## src/rtl/mic_pdm_capture_ctrl_if.sv

```systemverilog
// PCM output handshake bundle between the capture controller and the PCM buffer.
//   pcm       : decimated sample word (count of ones over one decimation window)
//   pcm_valid : pcm holds an unconsumed word
//   pcm_ready : consumer accepts the word when pcm_valid && pcm_ready
// master = producer (capture controller), slave = consumer.
interface mic_pdm_capture_ctrl_if #(
    parameter int unsigned PCM_W = 7
) ();
    logic [PCM_W-1:0] pcm;
    logic             pcm_valid;
    logic             pcm_ready;

    modport master (output pcm, output pcm_valid, input pcm_ready);
    modport slave  (input pcm, input pcm_valid, output pcm_ready);
endinterface

```

## src/rtl/mic_pdm_capture_ctrl.sv

```systemverilog
// PDM microphone capture controller: divides clk down to the mic bit clock,
// discards the mic warm-up period, counts ones over DEC bits per PCM word and
// offers each word through a single-entry valid/ready output register.
// Ports:
//   clk, reset      : system clock, asynchronous active-low reset
//   enable          : 1 = capture, 0 = stop at the next falling mic_clk edge
//   half_period     : mic_clk half-period in clk cycles minus 1 (latched on start)
//   mic_data        : PDM bit from the mic (asynchronous)
//   mic_clk         : bit clock to the mic
//   overrun         : sticky, a completed word was dropped
//   busy            : controller is not idle
//   pcm_if          : pcm / pcm_valid / pcm_ready output handshake
module mic_pdm_capture_ctrl #(
    parameter int unsigned DIV_W      = 16,
    parameter int unsigned DEC        = 64,
    parameter int unsigned PCM_W      = 7,
    parameter int unsigned WARMUP_CYC = 1024
) (
    input  logic                   clk,
    input  logic                   reset,
    input  logic                   enable,
    input  logic [DIV_W-1:0]       half_period,
    input  logic                   mic_data,
    output logic                   mic_clk,
    output logic                   overrun,
    output logic                   busy,
    mic_pdm_capture_ctrl_if.master pcm_if
);
    localparam int unsigned WARM_W = $clog2(WARMUP_CYC + 1);
    localparam int unsigned BIT_W  = (DEC > 1) ? $clog2(DEC) : 1;

    typedef enum logic [1:0] {S_IDLE, S_WARMUP, S_RUN, S_STOP} state_t;

    state_t            state, state_nxt;
    logic [DIV_W-1:0]  hp_lat, hp_lat_nxt;
    logic [DIV_W-1:0]  div_cnt, div_cnt_nxt;
    logic [WARM_W-1:0] warm_cnt, warm_cnt_nxt;
    logic [BIT_W-1:0]  bit_cnt, bit_cnt_nxt;
    logic [PCM_W-1:0]  acc, acc_nxt;
    logic [PCM_W-1:0]  pcm_nxt;
    logic              mic_clk_nxt, pcm_valid_nxt, overrun_nxt, busy_nxt;
    logic              sync1, sync2;
    logic              tick_c, strobe_c, word_done_c;
    logic [PCM_W-1:0]  word_c;

    // Two-flop synchronizer for the asynchronous PDM data.
    always_ff @(posedge clk or negedge reset) begin
        if (!reset) begin
            sync1 <= 1'b0;
            sync2 <= 1'b0;
        end else begin
            sync1 <= mic_data;
            sync2 <= sync1;
        end
    end

    // Next-state, divider, decimation and output-register logic.
    always_comb begin
        state_nxt     = state;
        hp_lat_nxt    = hp_lat;
        div_cnt_nxt   = div_cnt;
        warm_cnt_nxt  = warm_cnt;
        bit_cnt_nxt   = bit_cnt;
        acc_nxt       = acc;
        mic_clk_nxt   = mic_clk;
        pcm_nxt       = pcm_if.pcm;
        pcm_valid_nxt = pcm_if.pcm_valid;
        overrun_nxt   = overrun;
        word_done_c   = 1'b0;
        tick_c        = (div_cnt == '0);
        // Divider expiring while mic_clk is high is the falling edge: sample point.
        strobe_c      = tick_c && mic_clk;
        word_c        = acc + PCM_W'(sync2);

        if (state != S_IDLE) begin
            if (tick_c) begin
                div_cnt_nxt = hp_lat;
                mic_clk_nxt = ~mic_clk;
            end else begin
                div_cnt_nxt = div_cnt - DIV_W'(1);
            end
        end

        case (state)
            S_IDLE: begin
                mic_clk_nxt = 1'b0;
                if (enable) begin
                    hp_lat_nxt   = half_period;
                    div_cnt_nxt  = half_period;
                    overrun_nxt  = 1'b0;
                    warm_cnt_nxt = '0;
                    bit_cnt_nxt  = '0;
                    acc_nxt      = '0;
                    state_nxt    = S_WARMUP;
                end
            end
            S_WARMUP: begin
                if (!enable) begin
                    state_nxt = S_STOP;
                end else if (strobe_c) begin
                    if (warm_cnt == WARM_W'(WARMUP_CYC - 1)) begin
                        acc_nxt     = '0;
                        bit_cnt_nxt = '0;
                        state_nxt   = S_RUN;
                    end else begin
                        warm_cnt_nxt = warm_cnt + WARM_W'(1);
                    end
                end
            end
            S_RUN: begin
                if (!enable) begin
                    state_nxt = S_STOP;
                end else if (strobe_c) begin
                    if (bit_cnt == BIT_W'(DEC - 1)) begin
                        // Word completes with this bit; next word starts with no gap.
                        word_done_c = 1'b1;
                        acc_nxt     = '0;
                        bit_cnt_nxt = '0;
                    end else begin
                        acc_nxt     = word_c;
                        bit_cnt_nxt = bit_cnt + BIT_W'(1);
                    end
                end
            end
            S_STOP: begin
                // Finish the current mic_clk period low, drop any partial word.
                if (strobe_c) begin
                    mic_clk_nxt = 1'b0;
                    state_nxt   = S_IDLE;
                end
            end
            default: state_nxt = S_IDLE;
        endcase

        // Single-entry output register: a held unaccepted word wins over a new one.
        if (word_done_c) begin
            if (!pcm_if.pcm_valid || pcm_if.pcm_ready) begin
                pcm_nxt       = word_c;
                pcm_valid_nxt = 1'b1;
            end else begin
                overrun_nxt = 1'b1;
            end
        end else if (pcm_if.pcm_valid && pcm_if.pcm_ready) begin
            pcm_valid_nxt = 1'b0;
        end

        busy_nxt = (state_nxt != S_IDLE);
    end

    // State and datapath registers.
    always_ff @(posedge clk or negedge reset) begin
        if (!reset) begin
            state            <= S_IDLE;
            hp_lat           <= '0;
            div_cnt          <= '0;
            warm_cnt         <= '0;
            bit_cnt          <= '0;
            acc              <= '0;
            mic_clk          <= 1'b0;
            pcm_if.pcm       <= '0;
            pcm_if.pcm_valid <= 1'b0;
            overrun          <= 1'b0;
            busy             <= 1'b0;
        end else begin
            state            <= state_nxt;
            hp_lat           <= hp_lat_nxt;
            div_cnt          <= div_cnt_nxt;
            warm_cnt         <= warm_cnt_nxt;
            bit_cnt          <= bit_cnt_nxt;
            acc              <= acc_nxt;
            mic_clk          <= mic_clk_nxt;
            pcm_if.pcm       <= pcm_nxt;
            pcm_if.pcm_valid <= pcm_valid_nxt;
            overrun          <= overrun_nxt;
            busy             <= busy_nxt;
        end
    end
endmodule

```

## src/flat_wrapper.sv

```systemverilog
// flat-port wrapper written by rule: the top's interface ports become plain ports
module mic_pdm_capture_ctrl_flat 
#(
    parameter int unsigned DIV_W      = 16,
    parameter int unsigned DEC        = 64,
    parameter int unsigned PCM_W      = 7,
    parameter int unsigned WARMUP_CYC = 1024
)
  (clk, reset, enable, half_period, mic_data, mic_clk, overrun, busy, pcm_if_pcm, pcm_if_pcm_valid, pcm_if_pcm_ready);
  mic_pdm_capture_ctrl_if #(.PCM_W(PCM_W)) pcm_if_i ();
  input  logic clk;
  input  logic reset;
  input  logic enable;
  input  logic [DIV_W-1:0] half_period;
  input  logic mic_data;
  output logic mic_clk;
  output logic overrun;
  output logic busy;
  output wire logic [$bits(pcm_if_i.pcm)-1:0] pcm_if_pcm;
  output wire logic [$bits(pcm_if_i.pcm_valid)-1:0] pcm_if_pcm_valid;
  input wire logic [$bits(pcm_if_i.pcm_ready)-1:0] pcm_if_pcm_ready;
  assign pcm_if_pcm = pcm_if_i.pcm;
  assign pcm_if_pcm_valid = pcm_if_i.pcm_valid;
  assign pcm_if_i.pcm_ready = pcm_if_pcm_ready;
  mic_pdm_capture_ctrl #(.DIV_W(DIV_W), .DEC(DEC), .PCM_W(PCM_W), .WARMUP_CYC(WARMUP_CYC)) u_core (.clk(clk), .reset(reset), .enable(enable), .half_period(half_period), .mic_data(mic_data), .mic_clk(mic_clk), .overrun(overrun), .busy(busy), .pcm_if(pcm_if_i));
endmodule
```

## config.mk

```make
export PLATFORM = sky130hd
export DESIGN_NAME = mic_pdm_capture_ctrl_flat
export DESIGN_NICKNAME = d
export VERILOG_FILES = /design/src/rtl/mic_pdm_capture_ctrl_if.sv /design/src/rtl/mic_pdm_capture_ctrl.sv /design/src/flat_wrapper.sv
export SDC_FILE = /design/constraint.sdc
export NUM_CORES = 1
export LEC_CHECK = 0
export BUFFER_PORTS_ARGS = -buffer_cell sky130_fd_sc_hd__buf_2
export CAP_MARGIN = 20
export CORE_ASPECT_RATIO = 2
export CORE_MARGIN = 2
export CORE_UTILIZATION = 48
export DETAILED_ROUTE_END_ITERATION = 12
export HOLD_SLACK_MARGIN = 0.05
export PLACE_DENSITY = 0.62
export SLEW_MARGIN = 20
export SYNTH_ARGS = -nofsm -noshare
export SYNTH_HDL_FRONTEND = slang
export SYNTH_SLANG_ARGS = --single-unit
```

## constraint.sdc

```tcl
create_clock -name clk -period 3.8 [get_ports clk]
set_clock_uncertainty 0.2 [all_clocks]
set_input_delay 0.38 -clock clk [delete_from_list [all_inputs] [get_ports clk]]
set_output_delay 0.38 -clock clk [all_outputs]
set_load 0.02 [all_outputs]
```

# After elaboration in Yosys (flattened, before gate mapping)
# Index checks and enable logic that the tools add are counted.
dict set report totals {
  reg_bits 71
  inputBits 21
  output_inout_bits 11
  word_cells 94
}
dict set report classes {
  n_addsub 4
  eq_ne 13
  mux 47
  n_bitwise 1
  n_reduce_logical 16
}
# operator n
set op_table {}
lappend op_table {{2-to-1 mux 16 bit} 4}
lappend op_table {{2-to-1 mux 7 bit} 7}
lappend op_table {{2-to-1 mux 11 bit} 4}
lappend op_table {{2-to-1 mux 6 bit} 7}
lappend op_table {{one-hot mux 11 bit (2 select lines)} 1}
lappend op_table {{one-hot mux 7 bit (3 select lines)} 1}
lappend op_table {{one-hot mux 6 bit (3 select lines)} 1}
lappend op_table {{logical NOT 16 bit} 1}
lappend op_table {{subtractor 16 x 1 -> 16 bit, second input constant} 1}
lappend op_table {{2-to-1 mux 1 bit} 14}
lappend op_table {{2-to-1 mux 2 bit} 6}
lappend op_table {{adder 11 x 1 -> 11 bit, second input constant} 1}
lappend op_table {{== test 11 x 10 -> 1 bit, second input constant} 1}
lappend op_table {{inequality test 2 bit, second input constant} 5}
lappend op_table {{one-hot mux 2 bit (4 select lines)} 1}
lappend op_table {{nonzero test 2 bit} 4}
lappend op_table {{adder 7 x 1 -> 7 bit} 1}
lappend op_table {{AND reduction 7 bit} 1}
lappend op_table {{adder 6 x 1 -> 6 bit, second input constant} 1}
lappend op_table {{== test 6 bit, second input constant} 1}
lappend op_table {{inequality test 2 x 1 -> 1 bit, second input constant} 3}
lappend op_table {{AND reduction 2 bit} 3}
lappend op_table {{AND reduction 5 bit} 1}
lappend op_table {{== test 2 bit, second input constant} 2}
lappend op_table {{8 further kinds} 9}

# Depth between registers and ports, before layout
# Gate-level depths: netlist (run 1).
dict set report depth {
  word_depth 7
  depth_mapped 12
  ltp_nobuf 10
}

# Worst setup path after synthesis (run 1)
# No wires, ideal clock.
dict set report synth_timing {
  kind {register to register}
  from {reg u_core.div_cnt[0]}
  to {reg u_core.bit_cnt[2]}
  setup_ns 0.087
  arrival_time_ns 2.788
  required_time_ns 3.513
  setup_slack_ns 0.725
  stages_incl_launch_ff 12
  path_buffers 1
  synth_period_minus_slack_ns 3.075
  path_cell_list {dfrtp_1 -> inv_1 -> ha_1 -> or4b_4 -> nor4_1 -> ha_1 -> nand2b_1 -> o41ai_1 -> nand3b_1 -> clkbuf_1 -> or3_1 -> o211ai_1}
}
dict set report synth_via {
  elab_chain_len 4
  elab_cells_between_ends 5
  cone_classes {eq/ne: 2; reduce/logical: 3}
}
# element line
set synth_lines {}
lappend synth_lines {{start: declaration} mic_pdm_capture_ctrl.sv:36} ;# logic [DIV_W-1:0] div_cnt, div_cnt_nxt;
lappend synth_lines {{start signal: assignment} mic_pdm_capture_ctrl.sv:167} ;# div_cnt <= div_cnt_nxt;
lappend synth_lines {{logical NOT 16 bit (*)} mic_pdm_capture_ctrl.sv:70} ;# tick_c = (div_cnt == '0);
lappend synth_lines {{logical AND 1 bit (*)} mic_pdm_capture_ctrl.sv:72} ;# strobe_c = tick_c && mic_clk;
lappend synth_lines {{inequality test 2 x 1 -> 1 bit (no source line)} n/a}
lappend synth_lines {{AND reduction 7 bit (no source line) (*)} n/a}
lappend synth_lines {{end signal: assignment} mic_pdm_capture_ctrl.sv:169} ;# bit_cnt <= bit_cnt_nxt;
lappend synth_lines {{end: declaration} mic_pdm_capture_ctrl.sv:38} ;# logic [BIT_W-1:0] bit_cnt, bit_cnt_nxt;
# Every way passes the cells marked *; elsewhere a longest branch is shown, timed or not.
# A chain may end at the register's enable or synchronous reset.

# Worst setup path in the final report (run 1)
dict set report layout_timing {
  from {reg u_core.div_cnt[0]}
  to {reg u_core.bit_cnt[3]}
}
# The elaborated chain is that of the path after synthesis.

==> results of run 1 <==
==> where the power goes <==
group          internal (uW)  switching (uW)
Combinational            474             564
Sequential               975             212
Clock                    559             303
==> cells by family (layout without fill, tap and decap cells) <==
family	count (synthesis)	in the layout	synth area share, %
XOR/XNOR	16	16	3.61
adder cells (fa/ha/maj)	11	11	3.54
AO/OA/AOI/OAI	102	102	16.9
AND/OR/NAND/NOR	130	130	17.4
buffers and inverters	30	70	4.22
flip-flops	71	71	45.7
multiplexers	31	31	8.60
==> final cells by class <==
class	instances	area [um2]	area share, %
clock buffer	13	270	6.09
clock inverter	3	40.0	0.902
inverter	12	45.0	1.01
multi-input combinational	290	1940	43.8
sequential	71	1780	40.0
tap	96	120	2.71
timing repair buffer	42	243	5.47
==> worst min path at each step <==
stage | from | to | slack [ns] | cells after the start
floorplan | reset | u_core.acc[0]$_DFFE_PN0P_ | -0.12 | 0
global placement | u_core.sync1$_DFF_PN0_ | u_core.sync2$_DFF_PN0_ | 0.14 | 0
detailed placement | u_core.sync1$_DFF_PN0_ | u_core.sync2$_DFF_PN0_ | 0.14 | 0
CTS | half_period[4] | u_core.hp_lat[4]$_DFFE_PN0P_ | 0.08 | 2
global route | half_period[9] | u_core.hp_lat[9]$_DFFE_PN0P_ | 0.09 | 2
finish | half_period[4] | u_core.hp_lat[4]$_DFFE_PN0P_ | 0.09 | 2
==> Yosys cell counts (all sizes together), types with 8 or more instances <==
master  number
a21oi       20
buf         10
clkbuf       8
dfrtp       71
ha          11
inv         12
mux2        19
mux2i       12
nand2       31
nand3       20
nor2        25
nor3         9
o21ai       33
xnor2       10
==> state kept, by name (all words and copies together), names as in the netlist <==
| register | cells |
|---|---|
| u_core.overrun | 1 |
| u_core.sync1 | 1 |
| u_core.mic_clk | 1 |
| u_core.hp_lat | 16 |
| u_core.pcm_if.pcm_valid | 1 |
| u_core.pcm_if.pcm | 7 |
| u_core.state | 2 |
| u_core.warm_cnt | 11 |
| u_core.busy | 1 |
| u_core.div_cnt | 16 |
| u_core.acc | 7 |
| u_core.bit_cnt | 6 |
| u_core.sync2 | 1 |
==> worst max-delay path, cell delays in order, from the launching register on <==
cell	delay, ns
dfrtp_1	0.42
inv_1	0.12
ha_1	0.21
or4b_4	0.49
nor4_1	0.29
ha_1	0.30
nand2b_1	0.08
o41ai_1	0.34
nand3b_1	0.26
nand2b_1	0.31
o31ai_1	0.27
==> routing by layer <==
layer	track usage (%)	vias up	routed length, um
met5	0	-	0
met2	36.9	67	4700
met1	23.3	1463	3380
li1	-	1497	-
met4	11.8	0	292
met3	3.77	21	237
==> per-stage QoR <==
stage / worst slack, ns / instance area [um2] / utilization [%] / power [uW] / hold slack [ns]
after floorplan: 0.725 / 3880 / - / 1970 / -0.116
after global placement: 0.521 / 4110 / 52.1 / 2210 / 0.144
after detailed placement: 0.377 / 4110 / 52.1 / 2240 / 0.140
after CTS: 0.393 / 4440 / 56.3 / 3110 / 0.0816
after global routing: 0.0703 / 4440 / 56.3 / 3300 / 0.0882
final: 0.420 / 4440 / 56.3 / 3090 / 0.0878
==> impl_metrics.json, run 1 <==
{
  "drive_above_1_share_pct": 20.4,
  "floorplan.die_area_um2": 8870,
  "synth_top_flop_cell": "dfrtp_1",
  "cts-root-buf": "clkbuf_16",
  "cts_tree": "built",
  "ioPinCount": 32,
  "worstReg2RegEnd": "u_core.bit_cnt[3]$_DFFE_PN0P_",
  "final_common_cell": "dfrtp_1",
  "dieHeight_um": 131,
  "syn_inst": 391,
  "grt_pass1_wl_um": 14300,
  "syn-num-nets": 423,
  "die_w_um": 67.6,
  "drt_wl_total_um": 8600,
  "place_congestion": 0.886,
  "r2r.worst_path.cells": 10,
  "endpoint_kind": "flop",
  "ys_seq_area_share_pct": 45.7,
  "synth_seq_cells": 71,
  "clk_pin_slew_ns": 0.05,
  "h-tree-depth": 3,
  "crit_fanout": 7,
  "final.min_clock_period_ns": 3.38,
  "syn_area_um2": 3880,
  "post_cts_buffers": 0,
  "max_freq_mhz": 296,
  "cap_violations": 0,
  "synth-edff-count": 0,
  "grt_max_degree": 37,
  "first_pass_iters": 4,
  "avgSynthCellArea_um2": 9.93,
  "grtUsageTotal_pct": 21.3,
  "synth_cell_types": 57,
  "clockBufferDepth": 2,
  "yosys_warnings": 0,
  "postCtsHoldBufs": 2,
  "core_area_um2": 7890,
  "post-route-period-util_pct": 89.0,
  "clk-insertion-delay-late_ns": 0.34,
  "rsz0062_at_grt": "false",
  "worst_setup_path_start_kind": "flop",
  "r2r_slack_ns": 0.42,
  "antenna_found_initial": 0,
  "io_buffers": 31,
  "worstSetupPathType": "flop to flop",
  "power.leakage_uw": 0.00198,
  "final_max_slew_viol_count": 0,
  "vdd_drop_max_v": 0.000422,
  "r2r_start": "u_core.div_cnt[0]$_DFF_PN0_",
  "critPathLaunch": "u_core.div_cnt[0]$_DFF_PN0_",
  "routed_via_density": 5.78,
  "final_cell_mix": "71 x dfrtp_1, 31 x nand2_1, 31 x buf_2",
  "crit_arrival_ns": 3.42,
  "dpl.hpwl_um": 6300,
  "crit_path_end": "u_core.bit_cnt[3]$_DFFE_PN0P_",
  "numCtsBuffers": 9,
  "max-slew-margin-rel_pct": 27.2,
  "fin_cells": 527,
  "vias": 3048,
  "hold_class": "primary input to flop",
  "p_per_area_nw_per_um2": 696,
  "dpl.cell_count": 509,
  "areaGrowthSynthToFinish_pct": 14.3,
  "gr-total-overflow": 0,
  "ctsResizeCount": 0,
  "finalHoldViolCount": 0,
  "final_nets": 458,
  "synthTopCellsByArea": "dfrtp_1 46%, mux2_2 5.5%, o21ai_0 3.6%, ha_1 3.5%, mux2i_1 3.1%",
  "dr.first_iter.drc_count": 149,
  "yosys.area.top_type": "dfrtp_1",
  "critical_path_required_ns": 3.84,
  "numClockSinks": 71,
  "num_antenna_cells": 0,
  "async_reset_ff_share_pct": 100,
  "worst_pin_slew_ns": 1.08,
  "setup_viol": 0,
  "drcViolationCount": 0,
  "wire_per_inst_um": 16.3,
  "grt_pass1_vias": 3065,
  "initial_utilization_pct": 49.3,
  "rows": 46,
  "n_fill_cell": 702,
  "status": "finished clean",
  "ant_nets": 0,
  "tns_ns": 0,
  "post-synth-top-area-fraction_pct": 45.7
}
Note: power is estimated with default switching activity, not from simulation.
==> run 2: changes to the inputs <==
--- a/config.mk
+++ b/config.mk
@@ -8,7 +8,7 @@
 export BUFFER_PORTS_ARGS = -buffer_cell sky130_fd_sc_hd__buf_2
 export CAP_MARGIN = 20
 export CORE_ASPECT_RATIO = 2
-export CORE_MARGIN = 2
+export CORE_MARGIN = 8
 export CORE_UTILIZATION = 48
 export DETAILED_ROUTE_END_ITERATION = 12
 export HOLD_SLACK_MARGIN = 0.05
==> run 2 against run 1 <==
Effect of this change: final area down 0.20%; wire length grew 4.3%; non-clock buffer count is the same; register-to-register slack better by 0.03 ns; combinational power about the same; count of clock-buffer cells in the layout is 1 lower; power shrank 0.26%; core utilization is 0.11 points lower.
==> impl_metrics.json, run 2 (synthesis gave the netlist of run 1 again) <==
{
  "place_congestion": 0.872,
  "grt_max_degree": 48,
  "vdd_drop_max_v": 0.000420,
  "clockBufferDepth": 2,
  "numClockSinks": 71,
  "grt_pass1_vias": 3190,
  "max_freq_mhz": 299,
  "io_buffers": 31,
  "setup_viol": 0,
  "worstSetupPathType": "flop to flop",
  "initial_utilization_pct": 49.3,
  "wire_per_inst_um": 17.1,
  "core_area_um2": 7890,
  "cap_violations": 0,
  "worst_pin_slew_ns": 1.07,
  "power.leakage_uw": 0.00197,
  "clk-insertion-delay-late_ns": 0.33,
  "fin_util_pct": 56.2,
  "final_nets": 458,
  "antenna_found_initial": 0,
  "rsz0062_at_grt": "false",
  "ioPinCount": 32,
  "endpoint_kind": "flop",
  "floorplan.die_area_um2": 11400,
  "critPathLaunch": "u_core.div_cnt[0]$_DFF_PN0_",
  "final.min_clock_period_ns": 3.35,
  "gr-total-overflow": 0,
  "die_w_um": 79.6,
  "total_power_uw": 3080,
  "num_antenna_cells": 0,
  "post-route-period-util_pct": 88.1,
  "min_from": "half_period[2]",
  "crit_arrival_ns": 3.38,
  "reg_top3": "u_core.div_cnt (16), u_core.hp_lat (16), u_core.warm_cnt (11)",
  "cts_tree": "built",
  "max-slew-margin-rel_pct": 28.3,
  "crit_fanout": 7,
  "p_per_area_nw_per_um2": 695,
  "drt_wl_total_um": 8980,
  "hold_class": "primary input to flop",
  "clk_pin_slew_ns": 0.06,
  "tns_ns": 0,
  "finalHoldViolCount": 0,
  "ctsResizeCount": 0,
  "drcViolationCount": 0,
  "critical_path_required_ns": 3.83,
  "cts-root-buf": "clkbuf_16",
  "r2r.worst_path.cells": 10,
  "rows": 46,
  "dpl.hpwl_um": 6560,
  "numCtsBuffers": 9,
  "worst_setup_path_start_kind": "flop",
  "routed_via_density": 5.72,
  "status": "finished clean",
  "final_max_slew_viol_count": 0,
  "drive_above_1_share_pct": 20.2,
  "dieHeight_um": 143,
  "ant_nets": 0,
  "first_pass_iters": 4,
  "areaGrowthSynthToFinish_pct": 14.0,
  "post_cts_buffers": 0,
  "vias": 3010,
  "final_common_cell": "dfrtp_1",
  "h-tree-depth": 3,
  "final_cell_mix": "71 x dfrtp_1, 31 x nand2_1, 30 x buf_2",
  "dr.first_iter.drc_count": 130,
  "r2r_start": "u_core.div_cnt[0]$_DFF_PN0_",
  "grtUsageTotal_pct": 16.9,
  "hold_depth": 2,
  "grt_pass1_wl_um": 15300
}
run 2: changes by cell type in the layout (fill, tap and decap cells not counted):
cell        previous run  this run
buf_2                 31        30
buf_4                  9        10
clkbuf_8               3         2
clkinv_2               2         1
clkinvlp_4             0         1
run 2: stage by stage:
| step | area, um2 | worst slack (ns) | cells | hold WS [ns] |
|---|---|---|---|---|
| 6_report | 4430 | 0.452 | 526 | 0.0978 |
| 3_5_place_dp | 4110 | 0.436 | 509 | 0.151 |
| 3_3_place_gp | 4110 | 0.521 | 509 | 0.144 |
| 5_1_grt | 4430 | 0.127 | 526 | 0.100 |
| 2_1_floorplan | 3880 | 0.725 | 391 | -0.116 |
| 4_1_cts | 4420 | 0.426 | 525 | 0.0750 |
run 2: what timing repair did:
item                                   in CTS  in global routing
hold buffers                                1                  1
setup endpoints to repair                   0                  0
endpoints found under the hold margin       1                 45
run 2: worst paths after layout:
path / end / slack (ns)
max reg2reg: u_core.acc[6]$_DFFE_PN0P_ / 0.45
max in group asynchronous: u_core.hp_lat[4]$_DFFE_PN0P_ / 2.34
min reg2reg: u_core.sync2$_DFF_PN0_ / 0.16
min in group asynchronous: u_core.warm_cnt[5]$_DFFE_PN0P_ / 0.39
max: u_core.acc[6]$_DFFE_PN0P_ / 0.45
min: u_core.hp_lat[2]$_DFFE_PN0P_ / 0.1
run 2: power breakdown:
part           internal [uW]  switching, uW  total (uW)
combinational            479            567        1050
sequential               975            211        1190
clock                    539            310         849
total                   1990           1090        3080
run 2: final cells by class:
class | count | area [um2]
fillers | 702 | 3460
multi-input cells | 290 | 1940
flip-flops and latches | 71 | 1780
clock buffers | 12 | 256
repair buffers | 42 | 245
well taps | 96 | 120
inverters | 12 | 45.0
clock inverters | 3 | 42.5
run 2: critical path: stages (launching register included):
cell      delay, ns
dfrtp_1        0.42
inv_1          0.12
ha_1           0.21
or4b_4         0.50
nor4_1         0.29
ha_1           0.30
nand2b_1       0.08
o41ai_1        0.34
nand3b_1       0.20
nand2b_1       0.30
o31ai_1        0.29
run 2: routing by layer:
layer,part of all wire (%),global-route usage (%)
met5,0,0
met1,40,18.5
met3,2.6,2.96
met2,55,30.3
met4,1.8,7.47
